<file path="src/rtl/pulsemeter_pkg.sv">
// Shared constants, SPI transaction state type and frame-length helper for pulsemeter_mc.
// PULSEMETER_OVF_FLAG_EN adds a per-channel overflow flag field to the frame.
package pulsemeter_pkg;

  localparam int NCH_MIN    = 1;
  localparam int NCH_MAX    = 8;
  localparam int CNT_W_MIN  = 8;
  localparam int CNT_W_MAX  = 32;
  localparam int DB_LEN_MIN = 2;
  localparam int DB_LEN_MAX = 255;

  localparam int LED0 = 0;
  localparam int LED1 = 1;

`ifdef PULSEMETER_OVF_FLAG_EN
  localparam bit OVF_EN = 1'b1;
`else
  localparam bit OVF_EN = 1'b0;
`endif

  typedef enum logic {
    ST_IDLE = 1'b0,
    ST_XFER = 1'b1
  } spi_state_t;

  function automatic int frame_len(input int nch, input int cnt_w, input bit ovf_en);
    return nch * cnt_w + (ovf_en ? nch : 0);
  endfunction

endpackage

</file>
<file path="src/rtl/pulsemeter_mc_channel.sv">
// One pulse channel: 2-FF synchronizer, symmetric debouncer and event counter.
// With PULSEMETER_OVF_FLAG_EN a sticky overflow flag is also kept.
module pm_channel
  import pulsemeter_pkg::*;
#(
  parameter int CNT_W  = 16,
  parameter int DB_LEN = 16,
  parameter int SAT    = 0
) (
  input  logic             clk,
  input  logic             rst,
  input  logic             pulse_raw,
  input  logic             clr,
  output logic [CNT_W-1:0] cnt
`ifdef PULSEMETER_OVF_FLAG_EN
  ,
  output logic             ovf
`endif
);

  localparam int        TW        = $clog2(DB_LEN_MAX + 1);
  localparam logic [TW-1:0] DB_RELOAD = TW'(DB_LEN - 1);

  logic [1:0]    sync_q;
  logic          acc_q;
  logic [TW-1:0] timer_q;
  logic          rise_q;
  logic          at_max;

  // Timer counts down while the synchronized level differs from the accepted one.
  always_ff @(posedge clk) begin
    if (rst) begin
      sync_q  <= 2'b00;
      acc_q   <= 1'b0;
      timer_q <= DB_RELOAD;
      rise_q  <= 1'b0;
    end else begin
      sync_q <= {sync_q[0], pulse_raw};
      rise_q <= 1'b0;
      if (sync_q[1] == acc_q) begin
        timer_q <= DB_RELOAD;
      end else if (timer_q == '0) begin
        acc_q   <= sync_q[1];
        rise_q  <= sync_q[1];
        timer_q <= DB_RELOAD;
      end else begin
        timer_q <= timer_q - TW'(1);
      end
    end
  end

  assign at_max = &cnt;

  // A pulse landing in the clear cycle seeds the fresh count so it is not lost.
  always_ff @(posedge clk) begin
    if (rst) begin
      cnt <= '0;
    end else if (clr) begin
      cnt <= CNT_W'(rise_q);
    end else if (rise_q) begin
      if (!(at_max && SAT != 0)) cnt <= cnt + CNT_W'(1);
    end
  end

`ifdef PULSEMETER_OVF_FLAG_EN
  always_ff @(posedge clk) begin
    if (rst || clr) ovf <= 1'b0;
    else if (rise_q && at_max) ovf <= 1'b1;
  end
`endif

endmodule

</file>
<file path="src/rtl/pulsemeter_mc.sv">
// Multi-channel pulse counter with SPI frame readout and an 8-bit ctrl register.
// Define PULSEMETER_OVF_FLAG_EN to append per-channel overflow flags to the frame.
//
// state   | meaning
// ST_IDLE | no transaction; miso held at 0, sclk edges ignored
// ST_XFER | between sot and eot; frame shifts out, mosi shifts in
module pulsemeter_mc
  import pulsemeter_pkg::*;
#(
  parameter int NCH    = 4,
  parameter int CNT_W  = 16,
  parameter int DB_LEN = 16,
  parameter int SAT    = 0
) (
  input  logic           clk,
  input  logic           rst,
  input  logic           spi_clk,
  input  logic           spi_csn,
  input  logic           spi_mosi,
  output logic           spi_miso,
  input  logic [NCH-1:0] pulse_in,
  output logic [1:0]     led_n
);

  localparam int FL = frame_len(NCH, CNT_W, OVF_EN);

  if (NCH < NCH_MIN || NCH > NCH_MAX || CNT_W < CNT_W_MIN || CNT_W > CNT_W_MAX ||
      DB_LEN < DB_LEN_MIN || DB_LEN > DB_LEN_MAX) begin : g_bad_param
    $error("pulsemeter_mc: parameter out of range");
  end

  logic [1:0] sclk_sync, csn_sync, mosi_sync;
  logic       sclk_d, csn_d;
  logic       sot, eot, sclk_rise, sclk_fall;

  // csn pipeline resets low so a host still holding csn low after reset cannot fake a sot.
  always_ff @(posedge clk) begin
    if (rst) begin
      sclk_sync <= 2'b00;
      csn_sync  <= 2'b00;
      mosi_sync <= 2'b00;
      sclk_d    <= 1'b0;
      csn_d     <= 1'b0;
    end else begin
      sclk_sync <= {sclk_sync[0], spi_clk};
      csn_sync  <= {csn_sync[0], spi_csn};
      mosi_sync <= {mosi_sync[0], spi_mosi};
      sclk_d    <= sclk_sync[1];
      csn_d     <= csn_sync[1];
    end
  end

  assign sot       = csn_d & ~csn_sync[1];
  assign eot       = ~csn_d & csn_sync[1];
  assign sclk_rise = ~sclk_d & sclk_sync[1];
  assign sclk_fall = sclk_d & ~sclk_sync[1];

  logic [CNT_W-1:0] cnt [NCH];
`ifdef PULSEMETER_OVF_FLAG_EN
  logic [NCH-1:0] ovf;
`endif

  for (genvar g = 0; g < NCH; g++) begin : g_ch
    pm_channel #(
      .CNT_W (CNT_W),
      .DB_LEN(DB_LEN),
      .SAT   (SAT)
    ) u_ch (
      .clk      (clk),
      .rst      (rst),
      .pulse_raw(pulse_in[g]),
      .clr      (sot),
      .cnt      (cnt[g])
`ifdef PULSEMETER_OVF_FLAG_EN
      ,
      .ovf      (ovf[g])
`endif
    );
  end

  logic [FL-1:0] frame_load;

  // Frame MSB is the first bit out: channel 0 field first, each field MSB first.
  always_comb begin
    frame_load = '0;
    for (int ch = 0; ch < NCH; ch++) begin
      frame_load[FL-1-ch*CNT_W -: CNT_W] = cnt[ch];
`ifdef PULSEMETER_OVF_FLAG_EN
      frame_load[NCH-1-ch] = ovf[ch];
`endif
    end
  end

  spi_state_t state_q, state_d;
  logic       miso_en;

  always_ff @(posedge clk) begin
    if (rst) state_q <= ST_IDLE;
    else     state_q <= state_d;
  end

  always_comb begin
    state_d = state_q;
    case (state_q)
      ST_IDLE: if (sot) state_d = ST_XFER;
      ST_XFER: if (eot) state_d = ST_IDLE;
      default: state_d = ST_IDLE;
    endcase
  end

  always_comb begin
    miso_en = 1'b0;
    case (state_q)
      ST_XFER: miso_en = 1'b1;
      default: miso_en = 1'b0;
    endcase
  end

  logic [FL-1:0] shadow_q;
  logic [7:0]    rx_q;
  logic [3:0]    rx_cnt_q;
  logic [7:0]    ctrl_q;

  // Only the first 8 mosi bits are kept; ctrl updates only on a complete byte.
  always_ff @(posedge clk) begin
    if (rst) begin
      shadow_q <= '0;
      rx_q     <= '0;
      rx_cnt_q <= '0;
      ctrl_q   <= '0;
    end else if (sot) begin
      shadow_q <= frame_load;
      rx_cnt_q <= '0;
    end else if (state_q == ST_XFER) begin
      if (sclk_fall) shadow_q <= {shadow_q[FL-2:0], 1'b0};
      if (sclk_rise && rx_cnt_q < 4'd8) begin
        rx_q     <= {rx_q[6:0], mosi_sync[1]};
        rx_cnt_q <= rx_cnt_q + 4'd1;
      end
      if (eot && rx_cnt_q == 4'd8) ctrl_q <= rx_q;
    end
  end

  assign spi_miso = miso_en & shadow_q[FL-1] & ~rst;
  assign led_n    = rst ? 2'b11 : ~{ctrl_q[LED1], ctrl_q[LED0]};

endmodule

</file>
<file path="config.mk">
export PLATFORM = sky130hd
export DESIGN_NAME = pulsemeter_mc
export DESIGN_NICKNAME = d
export VERILOG_FILES = /design/src/rtl/pulsemeter_pkg.sv /design/src/rtl/pulsemeter_mc_channel.sv /design/src/rtl/pulsemeter_mc.sv
export SDC_FILE = /design/constraint.sdc
export NUM_CORES = 1
export LEC_CHECK = 0
export ABC_AREA = 1
export BUFFER_PORTS_ARGS = -buffer_cell sky130_fd_sc_hd__buf_2
export CORE_ASPECT_RATIO = 1.1
export CORE_MARGIN = 8
export CORE_UTILIZATION = 55
export CTS_CLUSTER_DIAMETER = 120
export CTS_CLUSTER_SIZE = 28
export DETAILED_ROUTE_END_ITERATION = 16
export PLACE_DENSITY = 0.71
export SKIP_CTS_REPAIR_TIMING = 1
export SLEW_MARGIN = 5
export SYNTH_ARGS = -nofsm -noshare
export SYNTH_HDL_FRONTEND = slang
export SYNTH_SLANG_ARGS = --single-unit
export TNS_END_PERCENT = 30
</file>
<file path="constraint.sdc">
create_clock -name clk -period 1.55 [get_ports clk]
set_input_delay 0.155 -clock clk [delete_from_list [all_inputs] [get_ports clk]]
set_output_delay 0.155 -clock clk [all_outputs]
set_load 0.05 [all_outputs]
</file>
==> results.md <==
* Result of the run: finished clean
* Final-report hold violation count at 0
* Worst supply voltage drop on vdd at 0.7996 mV
* Cell chosen for the clock root: sky130_fd_sc_hd__clkbuf_16
* Clock tree from TritonCTS: built
* Relative contribution of the clock network to total power at about 47%
* Path type of the worst min-delay path: input port to register
* Start point of the worst min-delay path: rst
* Post-CTS clock slew at the launch and capture registers of the worst setup and hold paths at 0.07 ns
* Post-synthesis sequential area ratio at 44.90%
* CP Class: register to register
* Number of nets with antenna violations after routing at 0
* Setup slack, reg-to-reg at 0.12 ns
* PwrDens at roughly 1000 nW/um^2
* Tot GR Track Use at 18.03%
* Synthesized cell area at 8606 sq um
* Clock net sink count at a little under 200
* Number of cell instances on the worst register-to-register path at 6
* Kind of end point of the critical path: register
* Post-layout min period at about 1.4 ns
* Crit path arrival time at approximately 1.8 ns
* Sequential Power Share at 49.5%
* Std-Cell Rows at 48
* Launch point of the worst reg-to-reg path: g_ch[1].u_ch.cnt[1]$_SDFFE_PP0P_
* Number of vias in the routed layout at 7458
* Relative max-transition margin at 73.87%
* Initial DRT Pass Iterations at 5
* Count of buffers inserted at the top-level ports at 11
* Internal power at 8.030 mW
* Synth warnings at 0
* Biggest area contributors in the synthesized netlist: sky130_fd_sc_hd__dfxtp_1 (45%), sky130_fd_sc_hd__nand2_1 (15%), sky130_fd_sc_hd__nor2_1 (6.2%), sky130_fd_sc_hd__a21oi_1 (6.1%), sky130_fd_sc_hd__inv_1 (5.9%)
* IO Pins at 12
* Routability-driven placement congestion ratio at roughly 0.8
* Post-Syn Instances at 1231
* Wire length of the first global-routing pass at 30150 microns
* Deepest level of the CTS H-tree at 4
* Cell family with the largest share of critical-path delay: simple AND/OR/NAND/NOR gates
* Final Setup Violations at 0
* Net count, final at 1273
* Skew final at 0.006475 ns
* Floorplan die width at 135.3 microns
* Area of the core at between 15000 and 20000 sq um
* Maximum clock rate at about 700 MHz
* Maximum number of pins on one net before global-route repair at between 50 and 60
* Fill count at about 1400
* Unique cell type count in the Yosys netlist at 30
* Max Buffers Root-to-Sink at 2
* Skew-Pair Late Insertion Delay at 0.43 ns
* TritonCTS Buffers at 17
* Seq cells post-synth at 193
* Worst path required time at 1.87 ns
* Number of global-route vias before repair at 6731
* Share of power burned in combinational logic at under 10%
* Mean post-synth cell area at 6.991 sq um
* Leakage Power at 3.614 nW
* Number of antenna violations at the first check in global routing at 0
* Layout-stage area growth over the synthesis result at 12.78%
* Net Sw Frac at 20.95%
* Post-route insts no fill at roughly 1500
* Max-slew violations at 0
* Detailed Route WL at 17390 microns
* Final-layout setup total negative slack at 0 ns
* Async SR Flop Fraction at 0%
* Grt total ovfl at 0
* Vias per cell at about 5.1
* Area share of the leading cell type in the synthesized netlist at 44.90%
* DP Cell Count at about 1400
* Cells along the critical path: ha_1, nand3_1, nor2_2, nand2_1, o21ai_0, a21oi_1
* RSZ-0062 raised after global routing: no
* Critical Path Stages at 6
* Startpoint types: register
* Slowest library cell on the worst path: sky130_fd_sc_hd__dfxtp_1
* Hpwl dp at 11580 microns
* Dominant cell by count in the synthesized netlist: sky130_fd_sc_hd__nand2_1
* Cell types with the highest counts after synthesis: sky130_fd_sc_hd__nand2_1 (335), sky130_fd_sc_hd__dfxtp_1 (193), sky130_fd_sc_hd__nor2_1 (142)
* CP bufs+invs at 0
* Layout cell share with drive strength beyond 1 at under 10%
* Most common flop cell mapped by yosys: sky130_fd_sc_hd__dfxtp_1
* Slew @ Worst Pin at 0.3905 ns
* Crit. Startpoint: g_ch[1].u_ch.cnt[1]$_SDFFE_PP0P_
* Maximum capacitance violations at 0
* Part of the cycle the worst path needs at 92.52%
* Die Area at 19910 sq um
* DRT iter0 DRCs at approximately 540
* Initial core utilization at about 56%
* Syn nets at 1254
* Per-cell routed wire length at between 10 and 15 microns
* Max Fanout on Critical Path at 7
* Stage delay of the slowest cell on the critical path at approximately 0.39 ns
* Y dimension of the die at 147.2 microns
* Cell taking the most area after synthesis: sky130_fd_sc_hd__dfxtp_1
* Reg-to-Reg End: g_ch[1].u_ch.cnt[10]$_SDFFE_PP0P_
* Power dissipated by switching net loads at 2.127 mW
* DRC Markers at 0
* Count of flip-flops with a built-in enable after synthesis at 0
* Ant diodes at 0
* Critical Path Sink: g_ch[1].u_ch.cnt[10]$_SDFFE_PP0P_
[cells in the final DEF, fill, tap and decap left out]
master and instances:
sky130_fd_sc_hd__inv_6 1, sky130_fd_sc_hd__nand2_2 1, sky130_fd_sc_hd__o21ai_0 62, sky130_fd_sc_hd__nor2_4 2
sky130_fd_sc_hd__nand2_1 335, sky130_fd_sc_hd__a211oi_1 5, sky130_fd_sc_hd__inv_2 8, sky130_fd_sc_hd__o21ai_1 13
sky130_fd_sc_hd__nand3b_1 3, sky130_fd_sc_hd__buf_12 9, sky130_fd_sc_hd__o211a_1 8, sky130_fd_sc_hd__inv_1 136
sky130_fd_sc_hd__clkinv_4 2, sky130_fd_sc_hd__a21oi_1 105, sky130_fd_sc_hd__ha_1 14, sky130_fd_sc_hd__xor2_1 12
sky130_fd_sc_hd__clkinv_2 4, sky130_fd_sc_hd__nor3_4 2, sky130_fd_sc_hd__buf_4 18, sky130_fd_sc_hd__nand3_1 91
sky130_fd_sc_hd__buf_2 11, sky130_fd_sc_hd__clkbuf_16 17, sky130_fd_sc_hd__nor2_1 139, sky130_fd_sc_hd__nor2_2 7
sky130_fd_sc_hd__o21a_1 2, sky130_fd_sc_hd__nor3_1 24, sky130_fd_sc_hd__xnor2_1 1, sky130_fd_sc_hd__a31oi_1 2
sky130_fd_sc_hd__nand4_1 17, sky130_fd_sc_hd__bufinv_16 5, sky130_fd_sc_hd__clkbuf_8 1, sky130_fd_sc_hd__nor2b_1 1
sky130_fd_sc_hd__dfxtp_1 193, sky130_fd_sc_hd__clkinvlp_4 2, sky130_fd_sc_hd__nor3_2 3, sky130_fd_sc_hd__dlygate4sd3_1 7
[power groups by stage]
stage / combinational [mW] / clock, mW / sequential, mW
after global placement: 0.318 / 0 / 5.14
final: 0.335 / 4.80 / 5.03
after global routing: 0.375 / 5.11 / 5.03
after detailed placement: 0.321 / 0 / 5.14
after CTS: 0.322 / 4.89 / 5.03
after floorplan: 0.218 / 0 / 5.13
[cells by family (layout without fill, tap and decap cells)]
group / after synthesis / after routing / synth area share, %
flops: 193 / 193 / 44.90
compound gates: 197 / 197 / 12.15
buf+inv: 189 / 221 / 9.232
xor+xnor: 13 / 13 / 1.323
fa+ha+maj: 14 / 14 / 2.035
simple gates: 625 / 625 / 30.36
[through the flow]
| step | util [%] | setup WS [ns] | power (mW) | cell area, sq um | hold WS, ns |
|---|---|---|---|---|---|
| 2_1_floorplan | - | 0.1815 | 5.351 | 8606 | 0.2620 |
| 3_3_place_gp | 57.91 | 0.1787 | 5.457 | 8972 | 0.3577 |
| 3_5_place_dp | 57.91 | 0.1273 | 5.460 | 8972 | 0.3657 |
| 4_1_cts | 62.10 | 0.02337 | 10.24 | 9623 | -0.09033 |
| 5_1_grt | 62.64 | 0.001186 | 10.51 | 9706 | 0.1421 |
| 6_report | 62.64 | 0.1160 | 10.16 | 9706 | 0.1241 |
[worst min path at each step]
stage | end | cells after the start
final | g_ch[2].u_ch.rise_q$_SDFF_PP0_ | 4
after global routing | g_ch[2].u_ch.rise_q$_SDFF_PP0_ | 4
after CTS | g_ch[1].u_ch.sync_q[0]$_SDFF_PP0_ | 3
after detailed placement | mosi_sync[0]$_SDFF_PP0_ | 3
after global placement | g_ch[0].u_ch.sync_q[0]$_SDFF_PP0_ | 3
after floorplan | csn_sync[0]$_SDFF_PP0_ | 2
[flip-flops by register name, indices dropped and copies added, names as in the netlist, 2 cells and up]
| signal | cells |
|---|---|
| rx_q | 2 |
| rx_cnt_q | 4 |
| g_ch.u_ch.rise_q | 4 |
| mosi_sync | 2 |
| g_ch.u_ch.acc_q | 4 |
| csn_sync | 2 |
| shadow_q | 64 |
| sclk_sync | 2 |
| g_ch.u_ch.cnt | 64 |
| g_ch.u_ch.timer_q | 32 |
| g_ch.u_ch.sync_q | 8 |
| ctrl_q | 2 |
[final cells by class]
| cell class | instances | area [sq um] | area share (%) |
|---|---|---|---|
| well taps | 200 | 250.2 | 2.578 |
| inverters | 144 | 540.5 | 5.569 |
| multi-input cells | 849 | 3960 | 40.80 |
| flip-flops and latches | 193 | 3864 | 39.81 |
| clock inverters | 14 | 211.5 | 2.179 |
| repair buffers | 45 | 440.4 | 4.538 |
| clock buffers | 18 | 439.2 | 4.525 |
[per-layer routing]
layer	part of all wire [%]	vias up	routed length, microns	track usage (%)
met5	0	-	0	0
met4	1.5	0	262	6.504
met3	2.4	20	418	3.484
met2	46	82	7960	28.25
met1	50	3389	8745	24.08
li1	-	3967	-	-
[worst register-to-register path, stage by stage (launching register included)]
cell                      delay, ns
sky130_fd_sc_hd__dfxtp_1       0.39
sky130_fd_sc_hd__ha_1          0.19
sky130_fd_sc_hd__nand3_1       0.16
sky130_fd_sc_hd__nor2_2        0.29
sky130_fd_sc_hd__nand2_1       0.10
sky130_fd_sc_hd__o21ai_0       0.15
sky130_fd_sc_hd__a21oi_1       0.05
(Power assumes the default switching activity.)
